File: src/rtl/stack_pkg.sv
// Shared encodings and default geometry for the stack pointer sequencer.
package stack_pkg;

    localparam int unsigned DATA_W = 16;
    localparam logic [15:0] DEF_STACK_BASE  = 16'h0200;
    localparam logic [15:0] DEF_STACK_LIMIT = 16'h0100;

    // Command opcodes from the control unit
    typedef enum logic [1:0] {
        OP_INIT = 2'b00,
        OP_PUSH = 2'b01,
        OP_POP  = 2'b10,
        OP_LOAD = 2'b11
    } op_e;

    // Sequencer states
    typedef enum logic [2:0] {
        ST_IDLE     = 3'd0,
        ST_LD       = 3'd1,
        ST_PUSH_DEC = 3'd2,
        ST_PUSH_WR  = 3'd3,
        ST_POP_RD   = 3'd4,
        ST_POP_INC  = 3'd5,
        ST_RESP     = 3'd6
    } state_e;

endpackage

File: src/rtl/stack_ctrl.sv
// Stack operation sequencer: drives SP strobes and the data-memory port for
// INIT/LOAD/PUSH/POP, checks stack bounds, returns one response pulse.
module stack_ctrl
    import stack_pkg::*;
#(
    parameter int unsigned  W           = DATA_W,
    parameter logic [W-1:0] STACK_BASE  = W'(DEF_STACK_BASE),
    parameter logic [W-1:0] STACK_LIMIT = W'(DEF_STACK_LIMIT)
) (
    input  logic         clk,
    input  logic         rst_b,
    input  logic         cmd_valid,
    input  logic [1:0]   cmd_op,
    input  logic [W-1:0] cmd_data,
    output logic         cmd_ready,
    input  logic [W-1:0] sp_val,
    output logic         sp_ld,
    output logic         sp_inc,
    output logic         sp_dec,
    output logic [W-1:0] sp_din,
    output logic         mem_req,
    output logic         mem_we,
    output logic [W-1:0] mem_addr,
    output logic [W-1:0] mem_wdata,
    input  logic [W-1:0] mem_rdata,
    input  logic         mem_ack,
    output logic         rsp_valid,
    output logic [W-1:0] rsp_data,
    output logic         rsp_err
);

    state_e       state;
    logic [W-1:0] data_q;
    logic [W-1:0] rdata_q;

    // SP settles the cycle after a strobe and is stable during memory access,
    // so the address follows it directly whenever a request is up.
    assign mem_addr = mem_req ? sp_val : '0;

    // Sequencer with registered strobes, memory handshake and response
    always_ff @(posedge clk) begin
        if (!rst_b) begin
            state     <= ST_IDLE;
            data_q    <= '0;
            rdata_q   <= '0;
            cmd_ready <= 1'b1;
            sp_ld     <= 1'b0;
            sp_inc    <= 1'b0;
            sp_dec    <= 1'b0;
            sp_din    <= '0;
            mem_req   <= 1'b0;
            mem_we    <= 1'b0;
            mem_wdata <= '0;
            rsp_valid <= 1'b0;
            rsp_data  <= '0;
            rsp_err   <= 1'b0;
        end else begin
            sp_ld     <= 1'b0;
            sp_inc    <= 1'b0;
            sp_dec    <= 1'b0;
            rsp_valid <= 1'b0;
            rsp_data  <= '0;
            rsp_err   <= 1'b0;
            case (state)
                ST_IDLE: begin
                    if (cmd_valid) begin
                        cmd_ready <= 1'b0;
                        data_q    <= cmd_data;
                        case (op_e'(cmd_op))
                            OP_INIT: begin
                                state  <= ST_LD;
                                sp_ld  <= 1'b1;
                                sp_din <= STACK_BASE;
                            end
                            OP_LOAD: begin
                                state  <= ST_LD;
                                sp_ld  <= 1'b1;
                                sp_din <= cmd_data;
                            end
                            OP_PUSH: begin
                                if (sp_val == STACK_LIMIT) begin
                                    state     <= ST_RESP;
                                    rsp_valid <= 1'b1;
                                    rsp_err   <= 1'b1;
                                end else begin
                                    state  <= ST_PUSH_DEC;
                                    sp_dec <= 1'b1;
                                end
                            end
                            default: begin
                                if (sp_val == STACK_BASE) begin
                                    state     <= ST_RESP;
                                    rsp_valid <= 1'b1;
                                    rsp_err   <= 1'b1;
                                end else begin
                                    state   <= ST_POP_RD;
                                    mem_req <= 1'b1;
                                    mem_we  <= 1'b0;
                                end
                            end
                        endcase
                    end
                end
                ST_LD: begin
                    sp_din    <= '0;
                    state     <= ST_RESP;
                    rsp_valid <= 1'b1;
                end
                ST_PUSH_DEC: begin
                    state     <= ST_PUSH_WR;
                    mem_req   <= 1'b1;
                    mem_we    <= 1'b1;
                    mem_wdata <= data_q;
                end
                ST_PUSH_WR: begin
                    if (mem_ack) begin
                        state     <= ST_RESP;
                        mem_req   <= 1'b0;
                        mem_we    <= 1'b0;
                        mem_wdata <= '0;
                        rsp_valid <= 1'b1;
                    end
                end
                ST_POP_RD: begin
                    if (mem_ack) begin
                        state   <= ST_POP_INC;
                        mem_req <= 1'b0;
                        rdata_q <= mem_rdata;
                        sp_inc  <= 1'b1;
                    end
                end
                ST_POP_INC: begin
                    state     <= ST_RESP;
                    rsp_valid <= 1'b1;
                    rsp_data  <= rdata_q;
                end
                ST_RESP: begin
                    state     <= ST_IDLE;
                    cmd_ready <= 1'b1;
                    data_q    <= '0;
                    rdata_q   <= '0;
                end
                default: begin
                    state     <= ST_IDLE;
                    cmd_ready <= 1'b1;
                    mem_req   <= 1'b0;
                    mem_we    <= 1'b0;
                    mem_wdata <= '0;
                end
            endcase
        end
    end

endmodule

File: config.mk
export PLATFORM = sky130hd
export DESIGN_NAME = stack_ctrl
export DESIGN_NICKNAME = d
export VERILOG_FILES = /design/src/rtl/stack_pkg.sv /design/src/rtl/stack_ctrl.sv
export SDC_FILE = /design/constraint.sdc
export NUM_CORES = 1
export LEC_CHECK = 0
export ABC_AREA = 1
export CAP_MARGIN = 20
export CELL_PAD_IN_SITES_DETAIL_PLACEMENT = 1
export CELL_PAD_IN_SITES_GLOBAL_PLACEMENT = 2
export CORE_MARGIN = 2
export CORE_UTILIZATION = 33
export CTS_BUF_LIST = sky130_fd_sc_hd__clkbuf_4 sky130_fd_sc_hd__clkbuf_8 sky130_fd_sc_hd__clkbuf_16
export CTS_CLUSTER_DIAMETER = 150
export DETAILED_ROUTE_END_ITERATION = 10
export DONT_BUFFER_PORTS = 1
export GPL_TIMING_DRIVEN = 1
export PLACE_DENSITY_LB_ADDON = 0.1
export RECOVER_POWER = 25
export SETUP_SLACK_MARGIN = 0.4
export SLEW_MARGIN = 20
export SYNTH_ARGS = -nofsm -noshare
export SYNTH_HDL_FRONTEND = slang
export SYNTH_SLANG_ARGS = --single-unit
File: constraint.sdc
create_clock -name clk -period 1.75 [get_ports clk]
set_input_delay 0.35 -clock clk [delete_from_list [all_inputs] [get_ports clk]]
set_output_delay 0.35 -clock clk [all_outputs]
set_load 0.005 [all_outputs]
Yosys cells after proc, flatten, opt, wreduce, memory -nomap -nowiden
Cells that the tools add are included.
Operators by class
  reductions and logical operators: 26
  mux-type cells: 36
  bitwise logic cells: 4
  equality and inequality tests: 17
Operators by type and width (number)
  case mux 16 bit (2 select lines): 4
  2-to-1 mux 16 bit: 5
  case mux 16 bit (3 select lines): 1
  == test 16 x 10 -> 1 bit, second input constant: 1
  == test 16 x 9 -> 1 bit, second input constant: 1
  case mux 3 bit (5 select lines): 1
  2-to-1 mux 1 bit: 14
  AND reduction 2 bit: 7
  2-to-1 mux 3 bit: 4
  != test 2 bit, second input constant: 5
  AND reduction 5 bit: 2
  OR reduction 5 bit: 2
  == test 3 bit, second input constant: 3
  AND reduction 3 bit: 3
  case mux 1 bit (4 select lines): 2
  == test 3 x 2 -> 1 bit, second input constant: 2
  case mux 3 bit (2 select lines): 1
  nonzero test 2 bit: 3
  OR reduction 2 bit: 3
  OR reduction 3 bit: 2
  inverter 1 bit: 4
  case mux 1 bit (2 select lines): 2
  AND reduction 4 bit: 1
  OR reduction 4 bit: 1
  9 further kinds: 9
Storage, ports and cells
  flip-flop bits (word level): 91
  word-level logic and storage cells: 97
  bits of input ports: 54
  output and inout port bits: 72

Depth between registers and ports, before layout
Gate-level depths: netlist (run 1).
  depth after elaboration: 5
  gate-level depth with buffers: 11
  gate-level depth less buffers: 10

Least setup slack after synthesis (run 1)
No wires, ideal clock.
  path kind: register to register
  start point: reg state[0]
  end point: reg sp_din[0]
  period minus slack after synthesis: 1374 ps
  cell stages (with the launch flop): 10
  setup slack: 376 ps
  arrival: 1257 ps
  data required time: 1633 ps
  path buffers: 1
  setup time: 117 ps
  cell sequence: dfxtp_1 -> inv_2 -> nand2_4 -> nor2_4 -> nand2_2 -> o21ai_4 -> inv_4 -> buf_6 -> a21oi_1 -> nor2_1
On the way
  longest elaborated chain between the ends: 3
  elaborated cells on any way between the ends: 7
  classes of those cells: 3 x eq/ne; 1 x mux; 3 x reduce/logical
Ends and longest elaborated chain
  start: declaration: RTL line stack_ctrl.sv:32  | state_e state;
  start signal: assignment: RTL line stack_ctrl.sv:43  | state <= ST_IDLE;
  start signal: assignment: RTL line stack_ctrl.sv:71  | state <= ST_LD;
  start signal: assignment: RTL line stack_ctrl.sv:76  | state <= ST_LD;
  logical NOT 3 bit / == test 3 x 1 -> 1 bit (equally long branches): RTL line stack_ctrl.sv:64  | case (state)
  != test 3 x 1 -> 1 bit (no source line), or another cell as far along
  AND reduction 3 bit (no source line)
  end signal: assignment: RTL line stack_ctrl.sv:78  | sp_din <= cmd_data;
  end: declaration: RTL line stack_ctrl.sv:20  | output logic [W-1:0] sp_din,
Several ways; a longest one is shown, not always the timed one.
A chain may end at the register's enable or synchronous reset.

Final worst setup path (run 1)
  start point: reg state[2]
  end point: reg sp_din[2]
The elaborated chain is that of the path after synthesis.

==> results.cfg, run 1 <==
[run_status]
status = completed

[synth]
synthesis.nets = 528
ys_seq_elements = 91
yosys.area_share.adder_pct = 1.767
yosysUniqueCellTypes = 30
synth_ff_type = dfxtp_1
syn_inst = 469
synthArstFlopShare_pct = 0
syn_area_mm2 = 0.003540
synth_edf_count = 0
synth_top_family_by_area = simple AND/OR/NAND/NOR gates
ys_warn_count = 0
synthSimpleGateAreaFrac_pct = 22.45
seq_area_frac_synth_pct = 51.47
synth_compound_area_share_pct = 15.09
synth.mux.area_fraction_pct = 0
synthXorXnorAreaFrac_pct = 0
syn_avg_cell_area_um2 = 7.547

[power_and_ir_drop]
cellPowerDensity_mw_per_mm2 = 1673
power.static_leakage_nw = 1.968
finalPower_mw = 7.939
ir_worst_vdd_mv = 0.6490

[timing]
setup_ws_ns = 0.2037
fmax_ghz = 0.6467
final-setup-viol-count = 0
tns_ns = 0
rsz0062_at_grt = true
slew_violations = 0
finClkSkew_ns = 0.01335
fin_crit_sh_pct = 88.36
hold_viol_final = 0
relSlewSlack_pct = 46.65
period_needed_ns = 1.546
hold_slack_ns = 0.08803
worst_pin_slew_ns = 0.8002

[final_layout]
layoutNonFillerInstCount = 654
area_delta_synth_final_pct = 34.08
layout-drive-gt1-share_pct = 36.29
n_fill_cell = 1254
final_cell_mix = dfxtp_1 (87), nand2_1 (59), nor2_1 (59)
antenna_cells = 0
final_common_cell = dfxtp_1
layout.nets = 572

[placement]
gp_congestion = 0.7734
dp_hpwl_um = 6946
numPortBuffers = 0
dp_cells = 596
place_ws_ns = 0.1166

[global_route]
antenna_found_initial = 0
grt-ovfl-total = 0
grt_pass1_vias = 3218
grt_max_degree = 29
grt_pass1_wl_um = 16430
grt_use_total_pct = 18.43

[floorplan]
io_pins = 126
fp-row-count = 37
die_h_um = 107.6
core_mm2 = 0.01037
die_width_um = 107.6
initial_core_util_pct = 34.13
dieArea_mm2 = 0.01157

[worst_hold_path]
min-delay-start = rst_b
hold-path-endpoint = cmd_ready$_SDFFE_PN1P_
holdCritPathClass = in2reg
holdPathStages = 1

[clock_tree]
cts_sinks = 91
holdBufCountCts = 0
clkTransAtPathRegs_ns = 0.09
clock_path_buffers = 2
cts_made_buffers = 9
cts_root_buf = clkbuf_8
clk_latency_ns = 0.37
h-tree-depth = 3
cts_tree = yes

[critical_path]
r2r_end = sp_din[2]$_SDFFE_PN0P_
cpPeakStageDelay_ns = 0.38
r2r_setup_slack_ns = 0.20
crit_top_cell = nand2_4
reg2reg_depth = 8
cp_slowest_cell = dfxtp_4
required_ns = 2.01
worst_ep_arrival_time_ns = 1.81
critical_path_class = reg2reg
crit_chain = inv_4 -> nand2_4 -> nor2_4 -> nand2_4 -> o21ai_4 -> clkinvlp_4 -> a21oi_1 -> nor2_1
cp-end-kind = flop
critPathLaunchType = flop
r2r-start = state[2]$_SDFFE_PN0P_
cp_max_fo = 7

[drt]
drt_wl_total_um = 11430
drc = 0
dr_total_vias = 3223
viasPerCell = 4.928
dr.pass1.iters = 4
initialDrtViolationCount = 110
avgRoutedWirePerCell_um = 17.47
ant_nets = 0

[flow_run]
max_cap_violations = 0
through the flow:
stage | cell area [um^2] | utilization [%]
final | 4746 | 45.77
after global routing | 4746 | 45.77
after CTS | 4160 | 40.12
after detailed placement | 3691 | 35.59
after global placement | 3691 | 35.59
after floorplan | 3552 | -
power breakdown:
group | switching, mW | internal (mW) | total (mW)
Sequential | 0.361 | 2.53 | 2.89
Combinational | 2.00 | 1.53 | 3.53
Clock | 0.797 | 0.722 | 1.52
Total | 3.16 | 4.78 | 7.94
cell type report:
type | instances | area (um^2) | share of cell area, %
multi-input cells | 302 | 1804 | 38.02
clock buffers | 11 | 145.1 | 3.058
repair inverters | 4 | 30.03 | 0.6327
repair buffers | 47 | 454.2 | 9.570
inverters | 58 | 245.2 | 5.167
clock inverters | 5 | 60.06 | 1.265
well taps | 136 | 170.2 | 3.586
flip-flops and latches | 91 | 1837 | 38.70
layer usage:
metal / GRT usage, % / part of all wire, % / up-vias
met5: 0 / 0 / -
met4: 6.685 / 1.5 / 0
met3: 4.903 / 6.1 / 14
met2: 30.32 / 51 / 84
met1: 23.14 / 41 / 1552
li1: - / - / 1573
sequential cells by signal (all words and copies together), names as in the netlist:
signal	count
rsp_err	1
sp_inc	1
mem_we	1
cmd_ready	1
rsp_valid	1
sp_dec	1
sp_ld	1
mem_wdata	16
sp_din	16
state	3
rdata_q	16
data_q	16
mem_req	1
rsp_data	16
critical path, delay by kind of cell (launching register included):
| kind | cells | cell delay [ns] |
|---|---|---|
| AOI/OAI and AO/OA | 2 | 0.44 |
| DFF | 1 | 0.38 |
| and+or+nand+nor | 4 | 0.28 |
| buffers and inverters | 2 | 0.34 |
worst max path at each step:
stage                                     start                         end  slack (ns)  cells past startpoint
final                     state[2]$_SDFFE_PN0P_      sp_din[2]$_SDFFE_PN0P_        0.20                      8
after detailed placement  state[1]$_SDFFE_PN0P_    rdata_q[11]$_SDFFE_PN0P_        0.12                      7
after CTS                 state[2]$_SDFFE_PN0P_      sp_din[2]$_SDFFE_PN0P_        0.25                      8
after global placement    state[1]$_SDFFE_PN0P_  mem_wdata[10]$_SDFFE_PN0P_        0.19                      6
after floorplan           state[0]$_SDFFE_PN0P_      sp_din[0]$_SDFFE_PN0P_        0.42                      9
after global routing      state[2]$_SDFFE_PN0P_      sp_din[5]$_SDFFE_PN0P_        0.15                      9
cell usage after synthesis (3+ instances only):
| cell | number | area [um^2] |
|---|---|---|
| inv_2 | 4 | 15.01 |
| nand2_1 | 104 | 390.4 |
| buf_2 | 7 | 35.03 |
| ha_1 | 5 | 62.56 |
| buf_6 | 3 | 33.78 |
| o21ai_0 | 35 | 175.2 |
| o31ai_1 | 9 | 67.56 |
| nand3_1 | 11 | 55.05 |
| inv_1 | 52 | 195.2 |
| dfxtp_1 | 91 | 1822 |
| nor2_1 | 73 | 274.0 |
| clkbuf_1 | 8 | 30.03 |
| a21oi_1 | 47 | 235.2 |
cell families after synthesis:
| group | after synthesis |
|---|---|
| adders and majority gates | 5 |
| and+or+nand+nor | 198 |
| AOI/OAI and AO/OA | 98 |
| buffers and inverters | 77 |
| DFF | 91 |
repair_timing:
action / CTS / global route
pin swaps: 5 / 35
cloned: 4 / 5
setup endpoints to repair: 83 / 87
resized for setup: 28 / 154
buffers inserted: 20 / 13
(Power assumes the default switching activity.)
==> inputs of run 2 (changes only) <==
--- a/config.mk
+++ b/config.mk
@@ -5,12 +5,11 @@
 export SDC_FILE = /design/constraint.sdc
 export NUM_CORES = 1
 export LEC_CHECK = 0
-export ABC_AREA = 1
 export CAP_MARGIN = 20
 export CELL_PAD_IN_SITES_DETAIL_PLACEMENT = 1
 export CELL_PAD_IN_SITES_GLOBAL_PLACEMENT = 2
 export CORE_MARGIN = 2
-export CORE_UTILIZATION = 33
+export CORE_UTILIZATION = 35
 export CTS_BUF_LIST = sky130_fd_sc_hd__clkbuf_4 sky130_fd_sc_hd__clkbuf_8 sky130_fd_sc_hd__clkbuf_16
 export CTS_CLUSTER_DIAMETER = 150
 export DETAILED_ROUTE_END_ITERATION = 10
==> run 2 against run 1 <==
  * Sequential power shrank 17%
  * Critical path depth shrank 3
  * Maximum frequency grew 6.1%
  * Count of clock-buffer cells in the layout shrank 1
  * Utilization shrank 3.9 points
  * Sequential share of layout area grew 5.7 points
  * Design area shrank 13%
  * Via count shrank 12%
  * Worst setup slack gained 0.089 ns
  * Largest power group is now registers
==> results.cfg, run 2 <==
[global_route]
grt_pass1_vias = 2867
grt_pass1_wl_um = 15110
antenna_found_initial = 0
grt_use_total_pct = 17.33
grt_max_degree = 52
grt-ovfl-total = 0

[run_status]
status = completed

[synth]
synth_most_common_cell = dfxtp_1
syn_avg_cell_area_um2 = 8.937
synth_top_area_share_pct = 50.96
syn_inst = 400
yosysUniqueCellTypes = 41
synth_ff_type = dfxtp_1
ys_top_cells_by_area = dfxtp_1 (51%), nand2_1 (7.5%), and2_1 (5.8%)
ys_top_cells_by_count = dfxtp_1 (91), nand2_1 (71), and2_1 (33)
seq_area_frac_synth_pct = 50.96
syn_area_mm2 = 0.003575
ys_warn_count = 0
synthesis.nets = 459
synthArstFlopShare_pct = 0
synth.largest_area_cell = dfxtp_1
ys_seq_elements = 91
synth_edf_count = 0

[drt]
dr_total_vias = 2834
drc = 0
avgRoutedWirePerCell_um = 17.57
drt_wl_total_um = 9540
dr.pass1.iters = 4
ant_nets = 0
initialDrtViolationCount = 74
viasPerCell = 5.219

[critical_path]
reg2reg_depth = 5
critical_path_class = reg2reg
r2r-start = state[2]$_SDFFE_PN0P_
worst_ep_arrival_time_ns = 1.70
critPathLaunchType = flop
r2r_setup_slack_ns = 0.29
required_ns = 2.00
r2r_end = mem_wdata[9]$_SDFFE_PN0P_
cp-end-kind = flop
cp_max_fo = 7

[placement]
place_ws_ns = 0.2011
numPortBuffers = 0
dpl-instance-area_mm2 = 0.003732
dp_cells = 521
gp_congestion = 0.7384
dp_hpwl_um = 6503

[timing]
relSlewSlack_pct = 69.14
hold_slack_ns = 0.08594
period_needed_ns = 1.457
worst_pin_slew_ns = 0.4630
finClkSkew_ns = 0.007891
setup_ws_ns = 0.2928
fin_crit_sh_pct = 83.27
final-setup-viol-count = 0
hold_viol_final = 0
fmax_ghz = 0.6862
slew_violations = 0
rsz0062_at_grt = true
tns_ns = 0

[floorplan]
initial_core_util_pct = 36.24
die_width_um = 105.1
fp-row-count = 36
io_pins = 126
core_mm2 = 0.009864
die_h_um = 105.1
dieArea_mm2 = 0.01104

[final_layout]
final_cell_mix = dfxtp_1 (88), nand2_1 (71), and2_1 (32)
layout-drive-gt1-share_pct = 15.37
antenna_cells = 0
design_area_mm2 = 0.004133
final_common_cell = dfxtp_1
layoutNonFillerInstCount = 543
area_delta_synth_final_pct = 15.61
final_util_pct = 41.89
layout.nets = 464

[power_and_ir_drop]
cellPowerDensity_mw_per_mm2 = 1213
ir_worst_vdd_mv = 0.4815
power.static_leakage_nw = 1.483
finalPower_mw = 5.011

[clock_tree]
cts_sinks = 91
h-tree-depth = 3
clkTransAtPathRegs_ns = 0.09
cts_tree = yes
cts_root_buf = clkbuf_8
cts_made_buffers = 9
clk_latency_ns = 0.35
holdBufCountCts = 0
clock_path_buffers = 2

[worst_hold_path]
hold-path-endpoint = cmd_ready$_SDFFE_PN1P_
holdCritPathClass = in2reg
min-delay-start = rst_b
holdPathStages = 1

[flow_run]
max_cap_violations = 0
==> run 2: cell types whose count changed after synthesis, moves of 24 or more <==
cell     change
inv_1       -46
nor2_1      -66
nand2_1     -33
and2_1      +33
a21oi_1     -24
==> run 2: timing repair <==
item | 4_1_cts | 5_1_grt
setup endpoints to repair | 98 | 103
pin swaps | 3 | 3
setup buffers | 2 | 2
gates resized for setup | 18 | 18
gates cloned | 1 | 1
==> run 2: metal layers <==
layer	global-route usage [%]	share of wire [%]	routed length, um	up-vias
li1	-	-	-	1388
met1	22.03	46	4380	1369
met2	27.74	47	4516	71
met3	5.614	5.9	559	6
met4	5.619	0.87	83	0
met5	0	0	0	-
==> run 2: worst max path at each step <==
stage                                      from                         end  slack, ns  cells past startpoint
after floorplan           state[0]$_SDFFE_PN0P_  mem_wdata[12]$_SDFFE_PN0P_       0.22                      7
after global placement    state[0]$_SDFFE_PN0P_  mem_wdata[13]$_SDFFE_PN0P_       0.27                      4
after detailed placement  state[0]$_SDFFE_PN0P_   mem_wdata[2]$_SDFFE_PN0P_       0.20                      4
after CTS                 state[0]$_SDFFE_PN0P_   mem_wdata[7]$_SDFFE_PN0P_       0.37                      4
after global routing      state[2]$_SDFFE_PN0P_     sp_din[12]$_SDFFE_PN0P_       0.21                      5
final                     state[2]$_SDFFE_PN0P_   mem_wdata[9]$_SDFFE_PN0P_       0.29                      5
==> run 2: where the power goes <==
part,internal [mW],switching (mW)
sequential,2.24,0.150
clock,0.823,0.749
combinational,0.452,0.601
total,3.51,1.50
==> run 2: worst max-delay path, stage by stage, from the launching register on <==
cell and delay (ns):
dfxtp_1 0.52, nor3b_1 0.10, or3_4 0.37, buf_6 0.15, a32oi_1 0.15, nor2b_1 0.06
==> run 2: cell families after synthesis <==
logic type	Yosys count	synth area share, %
flops	91	50.96
simple gates	180	25.80
compound gates	91	17.01
buf+inv	33	4.480
fa+ha+maj	5	1.750
==> run 2: cell type report <==
| cell class | count | area [um^2] |
|---|---|---|
| Clock inverter | 6 | 88.84 |
| Fill cell | 1137 | 5732 |
| Timing Repair Buffer | 20 | 195.2 |
| Sequential cell | 91 | 1833 |
| Tap cell | 133 | 166.4 |
| Clock buffer | 10 | 131.4 |
| Inverter | 6 | 22.52 |
| Multi-Input combinational cell | 277 | 1695 |
